File: src/rtl/enemy_ai_ctrl_pkg.sv
// ============================================================================
// Module      : enemy_ai_ctrl_pkg
// Description : Shared types, default constants and the LFSR step function
//               for the enemy AI controller and its helpers.
//               Contents: ai_state_t decision-FSM states, default tuning
//               constants, lfsr_next() Galois step.
// Revision    : 1.0 - initial release
// ============================================================================
`default_nettype none

package enemy_ai_ctrl_pkg;

  typedef enum logic [2:0] {
    IDLE     = 3'd0,
    APPROACH = 3'd1,
    RETREAT  = 3'd2,
    GUARD    = 3'd3,
    SQUAT    = 3'd4,
    JUMP     = 3'd5,
    COOLDOWN = 3'd6
  } ai_state_t;

  localparam int unsigned NEAR_DX_DEF         = 120;
  localparam int unsigned FAR_DX_DEF          = 320;
  localparam int unsigned DECIDE_PERIOD_DEF   = 8;
  localparam int unsigned GUARD_CYCLES_DEF    = 12;
  localparam int unsigned SQUAT_CYCLES_DEF    = 10;
  localparam int unsigned COOLDOWN_CYCLES_DEF = 6;
  localparam logic [3:0]  AGGRESSION_DEF      = 4'd8;
  localparam logic [15:0] LFSR_SEED_DEF       = 16'hACE1;
  localparam logic [15:0] LFSR_MASK           = 16'hB400;
  // Cycles after the jump pulse in which the airborne flag must appear.
  localparam int unsigned JUMP_RISE_TIMEOUT   = 3;

  // One Galois right-shift step: the bit shifted out folds the mask back in.
  function automatic logic [15:0] lfsr_next(input logic [15:0] s);
    return {1'b0, s[15:1]} ^ (s[0] ? LFSR_MASK : 16'h0000);
  endfunction

endpackage

`default_nettype wire

File: src/rtl/ai_lfsr16.sv
// ============================================================================
// Module      : ai_lfsr16
// Description : Free-running 16-bit Galois LFSR, reusable random source.
//   clk   in  1   clock
//   rst_n in  1   async active-low reset, loads SEED
//   q_o   out 16  current LFSR value
// Revision    : 1.0 - initial release
// ============================================================================
`default_nettype none

module ai_lfsr16
  import enemy_ai_ctrl_pkg::*;
#(
  parameter logic [15:0] SEED = LFSR_SEED_DEF
) (
  input  logic        clk,
  input  logic        rst_n,
  output logic [15:0] q_o
);

  logic [15:0] lfsr_q;

  always_ff @(posedge clk or negedge rst_n) begin
    if (!rst_n) begin
      lfsr_q <= SEED;
    end else begin
      lfsr_q <= lfsr_next(lfsr_q);
    end
  end

  assign q_o = lfsr_q;

endmodule

`default_nettype wire

File: src/rtl/enemy_ai_ctrl.sv
// ============================================================================
// Module      : enemy_ai_ctrl
// Description : Enemy opponent decision logic. Moore FSM plus LFSR choosing
//               approach / retreat / guard / squat / jump each frame.
//   clk          in  1   frame clock
//   rst_n        in  1   async active-low reset
//   en_i         in  1   game running; low forces IDLE and zero outputs
//   player_x_i   in  11  player x (signed)
//   player_atk_i in  1   player attack active
//   enemy_x_i    in  11  enemy x (signed)
//   enemy_isJ_i  in  1   enemy airborne
//   right_o/left_o      movement levels
//   jump_o              one-cycle jump request
//   squat_o/defend_o    hold levels
// Revision    : 1.0 - initial release
// ============================================================================
`default_nettype none

module enemy_ai_ctrl
  import enemy_ai_ctrl_pkg::*;
#(
  parameter int unsigned NEAR_DX         = NEAR_DX_DEF,
  parameter int unsigned FAR_DX          = FAR_DX_DEF,
  parameter int unsigned DECIDE_PERIOD   = DECIDE_PERIOD_DEF,
  parameter int unsigned GUARD_CYCLES    = GUARD_CYCLES_DEF,
  parameter int unsigned SQUAT_CYCLES    = SQUAT_CYCLES_DEF,
  parameter int unsigned COOLDOWN_CYCLES = COOLDOWN_CYCLES_DEF,
  parameter logic [3:0]  AGGRESSION      = AGGRESSION_DEF,
  parameter logic [15:0] LFSR_SEED       = LFSR_SEED_DEF
) (
  input  logic        clk,
  input  logic        rst_n,
  input  logic        en_i,
  input  logic [10:0] player_x_i,
  input  logic        player_atk_i,
  input  logic [10:0] enemy_x_i,
  input  logic        enemy_isJ_i,
  output logic        right_o,
  output logic        left_o,
  output logic        jump_o,
  output logic        squat_o,
  output logic        defend_o
);

  localparam int unsigned     DEC_W    = $clog2(DECIDE_PERIOD);
  localparam logic [DEC_W-1:0] DEC_LAST = DEC_W'(DECIDE_PERIOD - 1);
  localparam logic [7:0]  GUARD_LAST = 8'(GUARD_CYCLES - 1);
  localparam logic [7:0]  SQUAT_LAST = 8'(SQUAT_CYCLES - 1);
  localparam logic [7:0]  COOL_LAST  = 8'(COOLDOWN_CYCLES - 1);
  localparam logic [7:0]  JUMP_LAST  = 8'(JUMP_RISE_TIMEOUT);
  localparam logic [11:0] NEAR_C     = 12'(NEAR_DX);
  localparam logic [11:0] FAR_C      = 12'(FAR_DX);
  localparam logic [11:0] ADX_MAX    = 12'd2047;

  ai_state_t         state_q, state_d;
  logic [7:0]        hold_q, hold_d;
  logic              jseen_q, jseen_d;
  logic [DEC_W-1:0]  dec_cnt_q, dec_cnt_d;
  logic              right_d, left_d, jump_d, squat_d, defend_d;
  logic              right_q, left_q, jump_q, squat_q, defend_q;

  logic [15:0]       rnd;
  logic signed [11:0] dx;
  logic [11:0]       adx_raw, adx;
  logic              tick, threat, aggressive;
  logic              unused_rnd;

  ai_lfsr16 #(.SEED(LFSR_SEED)) u_lfsr (
    .clk   (clk),
    .rst_n (rst_n),
    .q_o   (rnd)
  );

  // Only the low two bits and one nibble drive decisions.
  assign unused_rnd = ^{rnd[15:8], rnd[3:2]};

  // dx >= 0 means the player is at or left of the enemy, so "toward" is left.
  assign dx      = $signed({enemy_x_i[10], enemy_x_i}) - $signed({player_x_i[10], player_x_i});
  assign adx_raw = dx[11] ? (~$unsigned(dx) + 12'd1) : $unsigned(dx);
  assign adx     = (adx_raw >= ADX_MAX) ? ADX_MAX : adx_raw;

  assign tick       = (dec_cnt_q == DEC_LAST);
  assign threat     = player_atk_i && (adx <= NEAR_C);
  assign aggressive = (rnd[7:4] < AGGRESSION);
  assign dec_cnt_d  = !en_i ? '0 : (tick ? '0 : dec_cnt_q + DEC_W'(1));

  // State, counters and the output registers.
  always_ff @(posedge clk or negedge rst_n) begin
    if (!rst_n) begin
      state_q   <= IDLE;
      hold_q    <= 8'd0;
      jseen_q   <= 1'b0;
      dec_cnt_q <= '0;
      right_q   <= 1'b0;
      left_q    <= 1'b0;
      jump_q    <= 1'b0;
      squat_q   <= 1'b0;
      defend_q  <= 1'b0;
    end else begin
      state_q   <= state_d;
      hold_q    <= hold_d;
      jseen_q   <= jseen_d;
      dec_cnt_q <= dec_cnt_d;
      right_q   <= right_d;
      left_q    <= left_d;
      jump_q    <= jump_d;
      squat_q   <= squat_d;
      defend_q  <= defend_d;
    end
  end

  // Next-state logic; hold_q is shared by every timed state and cleared on exit.
  always_comb begin
    state_d = state_q;
    hold_d  = hold_q;
    jseen_d = jseen_q;
    if (!en_i) begin
      state_d = IDLE;
      hold_d  = 8'd0;
      jseen_d = 1'b0;
    end else begin
      case (state_q)
        IDLE, APPROACH, RETREAT: begin
          if (threat) begin
            hold_d  = 8'd0;
            jseen_d = 1'b0;
            case (rnd[1:0])
              2'd2:    state_d = SQUAT;
              2'd3:    state_d = enemy_isJ_i ? GUARD : JUMP;
              default: state_d = GUARD;
            endcase
          end else if (tick) begin
            if (adx > FAR_C) begin
              state_d = APPROACH;
            end else if (adx < NEAR_C) begin
              state_d = aggressive ? IDLE : RETREAT;
            end else begin
              state_d = aggressive ? APPROACH : IDLE;
            end
          end
        end
        GUARD, SQUAT: begin
          if (hold_q == ((state_q == GUARD) ? GUARD_LAST : SQUAT_LAST)) begin
            state_d = COOLDOWN;
            hold_d  = 8'd0;
          end else begin
            hold_d = hold_q + 8'd1;
          end
        end
        JUMP: begin
          // Phase 1 waits for lift-off (with timeout), phase 2 for landing.
          if (!jseen_q) begin
            if (enemy_isJ_i) begin
              jseen_d = 1'b1;
            end else if (hold_q == JUMP_LAST) begin
              state_d = COOLDOWN;
              hold_d  = 8'd0;
            end else begin
              hold_d = hold_q + 8'd1;
            end
          end else if (!enemy_isJ_i) begin
            state_d = COOLDOWN;
            hold_d  = 8'd0;
            jseen_d = 1'b0;
          end
        end
        COOLDOWN: begin
          if (hold_q == COOL_LAST) begin
            state_d = IDLE;
            hold_d  = 8'd0;
          end else begin
            hold_d = hold_q + 8'd1;
          end
        end
        default: begin
          state_d = IDLE;
          hold_d  = 8'd0;
          jseen_d = 1'b0;
        end
      endcase
    end
  end

  // Moore outputs decoded from the next state so they line up with state_q.
  always_comb begin
    right_d  = ((state_d == APPROACH) && dx[11]) || ((state_d == RETREAT) && !dx[11]);
    left_d   = ((state_d == APPROACH) && !dx[11]) || ((state_d == RETREAT) && dx[11]);
    jump_d   = (state_d == JUMP) && (state_q != JUMP);
    squat_d  = (state_d == SQUAT);
    defend_d = (state_d == GUARD);
  end

  assign right_o  = right_q;
  assign left_o   = left_q;
  assign jump_o   = jump_q;
  assign squat_o  = squat_q;
  assign defend_o = defend_q;

endmodule

`default_nettype wire

File: config.mk
export PLATFORM = sky130hd
export DESIGN_NAME = enemy_ai_ctrl
export DESIGN_NICKNAME = d
export VERILOG_FILES = /design/src/rtl/enemy_ai_ctrl_pkg.sv /design/src/rtl/ai_lfsr16.sv /design/src/rtl/enemy_ai_ctrl.sv
export SDC_FILE = /design/constraint.sdc
export NUM_CORES = 1
export LEC_CHECK = 0
export BUFFER_PORTS_ARGS = -buffer_cell sky130_fd_sc_hd__buf_2
export CAP_MARGIN = 30
export CORE_AREA = 3 3 97 99
export DETAILED_ROUTE_END_ITERATION = 8
export DIE_AREA = 0 0 100 102
export HOLD_SLACK_MARGIN = 0.02
export PLACE_DENSITY = 0.48
export SYNTH_ARGS = -nofsm -noshare
export SYNTH_HDL_FRONTEND = slang
export SYNTH_HIERARCHICAL = 1
export SYNTH_SLANG_ARGS = --single-unit
File: constraint.sdc
create_clock -name clk -period 2.7 [get_ports clk]
set_clock_uncertainty 0.1 [all_clocks]
set_input_delay 0.27 -clock clk [delete_from_list [all_inputs] [get_ports clk]]
set_output_delay 0.27 -clock clk [all_outputs]
set_load 0.02 [all_outputs]
======== After elaboration in Yosys (flattened, before gate mapping) ========
Cells that the tools add are included.
word-level totals
  register bits after elaboration ......... 36
  output and inout bits ................... 5
  logic and storage cells ................. 92
  input port bits ......................... 27
operators by class
  eq/ne operators ......................... 21
  add/subtract/negate cells ............... 4
  $lt $le $gt $ge ......................... 5
  mux-type cells .......................... 35
  bitwise gates (word level) .............. 2
  reductions and logical operators ........ 15
operators by type and width
  operator                                                              count
  two-way mux 8 bit                                                     8
  two-way mux 3 bit                                                     12
  case mux 8 bit (4 select lines)                                       1
  two-way mux 12 bit                                                    2
  equality test 3 bit (second input constant)                           6
  two-way mux 16 bit                                                    1
  XOR 15 x 16 -> 16 bit                                                 1
  adder 12 x 1 -> 12 bit (second input constant)                        1
  equality test 3 x 2 -> 1 bit (second input constant)                  4
  greater-or-equal comparator 12 x 11 -> 1 bit (second input constant)  1
  > comparator 12 x 9 -> 1 bit (second input constant)                  1
  less-or-equal comparator 12 x 7 -> 1 bit (second input constant)      1
  less-than comparator 12 x 7 -> 1 bit (second input constant)          1
  NOT 12 bit                                                            1
  case mux 3 bit (4 select lines)                                       1
  subtractor 11 x 11 -> 12 bit                                          1
  inequality test 3 bit (second input constant)                         3
  adder 8 x 1 -> 8 bit (second input constant)                          1
  equality test 8 x 2 -> 1 bit (second input constant)                  1
  equality test 8 x 3 -> 1 bit (second input constant)                  1
  equality test 8 x 4 -> 1 bit                                          1
  two-way mux 2 bit                                                     4
  equality test 3 x 1 -> 1 bit (second input constant)                  2
  logical AND 1 bit                                                     6
  13 further kinds                                                      20

======== Depth between registers and ports, before layout ========
  depth after elaboration ................. 16
  depth in mapped cells ................... 17
  mapped depth without buffers ............ 16

======== Cells and area by module ========
Netlist, hierarchy kept.
by module, submodules not included
  module         cells each  area each (µm²)  sequential area each (µm²)  times used
  enemy_ai_ctrl  276         2,223.4          500.5                       1
  ai_lfsr16      19          436.7            410.4                       1

======== Worst setup path before layout ========
Ideal clock, no wire load.
  path kind ............................... input to register
  from .................................... input enemy_x_i[0]
  to ...................................... register hold_q[6]
  library setup time ...................... 0.081 ns
  stages .................................. 14
  setup slack ............................. -1.055 ns
  data required time ...................... 2.519 ns
  path buffers ............................ 0
  data arrival time ....................... 3.574 ns
  cell sequence ........................... inv_1 ha_1 inv_1 fa_1 xnor2_1 nand3_1 a2111oi_4 o2111ai_1 mux2i_1 o31a_1 o31a_1 o21a_1 or4_4 o211ai_2
between the ends
  longest elaborated chain between the ends .. 10
ends and longest elaborated chain
  item                                          RTL line              text
  start, declared                               enemy_ai_ctrl.sv:36   input logic [10:0] enemy_x_i,
  subtractor 11 x 11 -> 12 bit *                enemy_ai_ctrl.sv:78   assign dx = $signed({enemy_x_i[10], enemy_x_i}) - $signed({player_x_i[10], player_x_i});
  NOT 12 bit                                    enemy_ai_ctrl.sv:79   assign adx_raw = dx[11] ? (~$unsigned(dx) + 12'd1) : $unsigned(dx);
  adder 12 x 1 -> 12 bit                        enemy_ai_ctrl.sv:79
  two-way mux 12 bit *                          enemy_ai_ctrl.sv:79
  greater-or-equal comparator 12 x 11 -> 1 bit  enemy_ai_ctrl.sv:80   assign adx = (adx_raw >= ADX_MAX) ? ADX_MAX : adx_raw;
  two-way mux 12 bit *                          enemy_ai_ctrl.sv:80
  less-or-equal comparator 12 x 7 -> 1 bit *    enemy_ai_ctrl.sv:83   assign threat = player_atk_i && (adx <= NEAR_C);
  logical AND 1 bit *                           enemy_ai_ctrl.sv:83
  inequality test 3 bit (no source line) *      n/a
  AND reduction 2 bit (no source line) *        n/a
  end signal, assigned                          enemy_ai_ctrl.sv:101  hold_q <= hold_d;
  end, declared                                 enemy_ai_ctrl.sv:56   logic [7:0] hold_q, hold_d;
Mark *: on every way between the ends. The rest lies on a longest branch, timed or not.
A chain may end at the register's enable or synchronous reset.

======== Worst setup path in the final report ========
  from .................................... input player_x_i[2]
  to ...................................... register hold_q[6]
between the ends
  longest elaborated chain between the ends .. 10
ends and longest elaborated chain
  item                                          RTL line             text
  start, declared                               enemy_ai_ctrl.sv:34  input logic [10:0] player_x_i,
  subtractor 11 x 11 -> 12 bit *                enemy_ai_ctrl.sv:78
  NOT 12 bit                                    enemy_ai_ctrl.sv:79
  adder 12 x 1 -> 12 bit                        enemy_ai_ctrl.sv:79
  two-way mux 12 bit *                          enemy_ai_ctrl.sv:79
  greater-or-equal comparator 12 x 11 -> 1 bit  enemy_ai_ctrl.sv:80
  two-way mux 12 bit *                          enemy_ai_ctrl.sv:80
  less-or-equal comparator 12 x 7 -> 1 bit *    enemy_ai_ctrl.sv:83
  logical AND 1 bit *                           enemy_ai_ctrl.sv:83
  inequality test 3 bit (no source line) *      n/a
  AND reduction 2 bit (no source line) *        n/a
Marked as above.

==> flow_summary.yaml <==
grt:
  grt_start_max_net_pins: 37
  antenna_found_initial: 0
  grt_pass1_vias: 2640
  grt_usage_pct: 14.1
  gr-total-overflow: 0
  grt_pass1_wl_mm: 11.9
finish:
  fin_area_sq_um: 4120
  drive_above_1_share_pct: 47.6
  final_nets: 459
  fill_cells: 858
  diodes: 0
  syn_to_final_growth_pct: 55.0
  final_core_util_pct: 47.8
detailed_routing:
  wl_mm: 6.89
  drc: 0
  viasPerCell: 5.00
  via_count: 2620
  antenna_left: 0
  wire_per_inst_um: 13.2
  drt-pass1-iter-count: 4
  first_iter_violations: 64
setup_path:
  crit_required_ns: 2.81
  arrival_ns: 3.44
  end_kind: "register"
  worst-setup-path-type: "in2reg"
  worstPathCellList: "buf_8 > inv_8 > ha_4 > or2_1 > o21a_4 > o21a_1 > a211o_1 > a41o_1 > buf_4 > a2111oi_4 > o21ai_2 > o31a_1 > o21a_2 > or4_4 > o211ai_2"
  cp_slowest_cell: "or4_4"
  critPathMaxFanout: 5
  cp_slowest_stage_delay_ns: 0.42
  startpoint_type: "primary input"
synthesis:
  postSynthCellCount: 295
  ys_warn_count: 6
  syn_area_per_cell_sq_um: 9.02
  ys.flop_type: "dfrtp_1"
  synth_edf_count: 0
  yosysSeqAreaShare_pct: 34.2
  yosysTopAreaCellShare_pct: 26.3
  synth_nets: 339
  post-synth-top-count-cell: "dfrtp_1"
  synth.distinct_cells: 70
  synth_area_leaders: "dfrtp_1 (26%), dfstp_2 (7.9%), ha_1 (7.5%)"
  ys_seq_elements: 36
  netlist_area_sq_um: 2660
  synth_area_leader_cell: "dfrtp_1"
  synthTopCellsByCount: "dfrtp_1 (28), nand2_1 (27), nor2_1 (20)"
  synthArstFlopShare_pct: 100
clock_tree:
  clk_pin_slew_ns: 0.07
  htreeDepth: 2
  max-clock-path-buffers: 2
  cts.sinks: 36
  cts_tree: "done"
  clk_latency_ns: 0.29
  cts_buffers: 5
  root_buffer: "clkbuf_8"
power:
  p_int_mw: 1.15
  clkPwrFrac_pct: 23.6
  p_sw_share_pct: 32.9
  pwr-share-seq_pct: 32.3
  power.density_nw_per_um2: 415
  vdd_ir_drop_max_mv: 0.337
  leakagePower_nw: 1.87
  p_switching_uw: 563
  pwr-share-comb_pct: 44.1
job:
  maxCapViolations: 0
timing:
  setup_ws_ns: -0.635
  finalCritPeriodShare_pct: 124
  max_freq_mhz: 300
  slew_headroom_pct: 48.3
  period_needed_ns: 3.34
  rsz0062_at_grt: "yes"
  worst_pin_slew_ns: 0.776
  slew_violations: 0
  hold_viol_final: 0
  setup_viol: 17
status:
  violations: "negative setup slack"
  status: "complete, but fails checks"
hold_path:
  hold_path.class: "in2reg"
placement:
  dp_hpwl_mm: 5.22
  post_dp_cell_area_sq_um: 3710
  io_buffers: 31
  place_congestion: 0.837
die:
  ios: 32
  core_sq_um: 8640
  start_util_pct: 30.8
  num_rows: 34
  die_y_um: 102
  dieWidth_um: 100
  dieArea_sq_um: 10200
## per-layer routing
layer | track usage (%) | vias up | share of wire, %
li1 | - | 1326 | -
met2 | 24.2 | 40 | 49
met4 | 3.42 | 0 | 0.99
met5 | 0 | - | 0
met1 | 18.9 | 1247 | 46
met3 | 2.05 | 7 | 3.4
## kinds of logic after synthesis
group,synth area share (%)
AND/OR/NAND/NOR,22.9
AO/OA/AOI/OAI,25.4
flip-flops,34.2
buffers and inverters,3.15
adder cells (fa/ha/maj),8.28
XOR/XNOR,4.89
multiplexers,1.22
## final timing paths
kind | startpoint | endpoint | slack (ns) | depth (start not counted)
setup / recovery | player_x_i[2] | hold_q[6] | -0.64 | 15
hold / removal | en_i | jseen_q | 0.19 | 2
setup reg to reg | state_q[1] | hold_q[5] | 0.09 | 11
hold reg to reg | u_lfsr/q_o[2] | u_lfsr/q_o[1] | 0.25 | 0
max in group asynchronous | rst_n | hold_q[5] | 1.52 | 2
min in group asynchronous | rst_n | state_q[0] | 0.49 | 2
## power by group through the flow
stage	Clock, mW	Combinational [mW]	Sequential [mW]
after global placement	0	0.652	0.562
final	0.404	0.754	0.552
after global routing	0.450	0.829	0.553
after detailed placement	0	0.654	0.562
after floorplan	0	0.363	0.564
after CTS	0.421	0.713	0.552
## stage by stage
step / TNS, ns / total power [mW] / hold slack, ns / cells / setup WS [ns]
after floorplan: -9.90 / 0.927 / -0.126 / 295 / -0.714
after global placement: -15.50 / 1.21 / 0.234 / 507 / -1.01
after detailed placement: -16.45 / 1.22 / 0.239 / 507 / -1.10
after CTS: -10.11 / 1.69 / 0.184 / 522 / -0.666
after global routing: -11.77 / 1.83 / 0.185 / 524 / -0.758
final: -9.41 / 1.71 / 0.192 / 524 / -0.635
## cells in the final DEF, fill, tap and decap left out, types with 6 or more instances in the layout
cell / synthesis / final
ha_4: 0 / 6
inv_1: 18 / 12
nor2_1: 20 / 18
buf_4: 0 / 78
dfstp_2: 8 / 8
nand3_1: 14 / 12
buf_2: 1 / 27
ha_1: 16 / 8
buf_6: 0 / 9
o211ai_1: 6 / 6
a21oi_1: 11 / 9
nor3_1: 9 / 6
clkbuf_8: 0 / 6
o21ai_0: 18 / 9
nand2_1: 27 / 26
nand2b_1: 8 / 8
o21ai_1: 2 / 7
dfrtp_1: 28 / 28
## what timing repair did
item,4_1_cts,5_1_grt
endpoints found under the setup margin,17,17
hold endpoints to repair,28,0
cloned,0,1
buffers inserted,8,2
gates resized for setup,38,23
pin swaps,28,17
hold buffers,1,0
## area by class of cell
class | instances | area, sq um | share of cell area (%)
sequential | 36 | 911 | 22.1
tap | 108 | 135 | 3.28
clock buffer | 6 | 82.6 | 2.00
multi-input combinational | 237 | 2030 | 49.3
timing repair buffer | 117 | 867 | 21.0
clock inverter | 2 | 13.8 | 0.334
inverter | 18 | 80.1 | 1.94
## registers in the layout (all words and copies together) (netlist names), 3 cells and up
name and cells:
state_q 3, u_lfsr/q_o 16, hold_q 8, dec_cnt_q 3
## critical path: cells and delay by family
family          cells  cell delay (ns)
fa+ha+maj           1             0.15
buf+inv             3             0.26
simple gates        2             0.65
compound gates      9             2.12
Power figures use the tool's default switching activity.
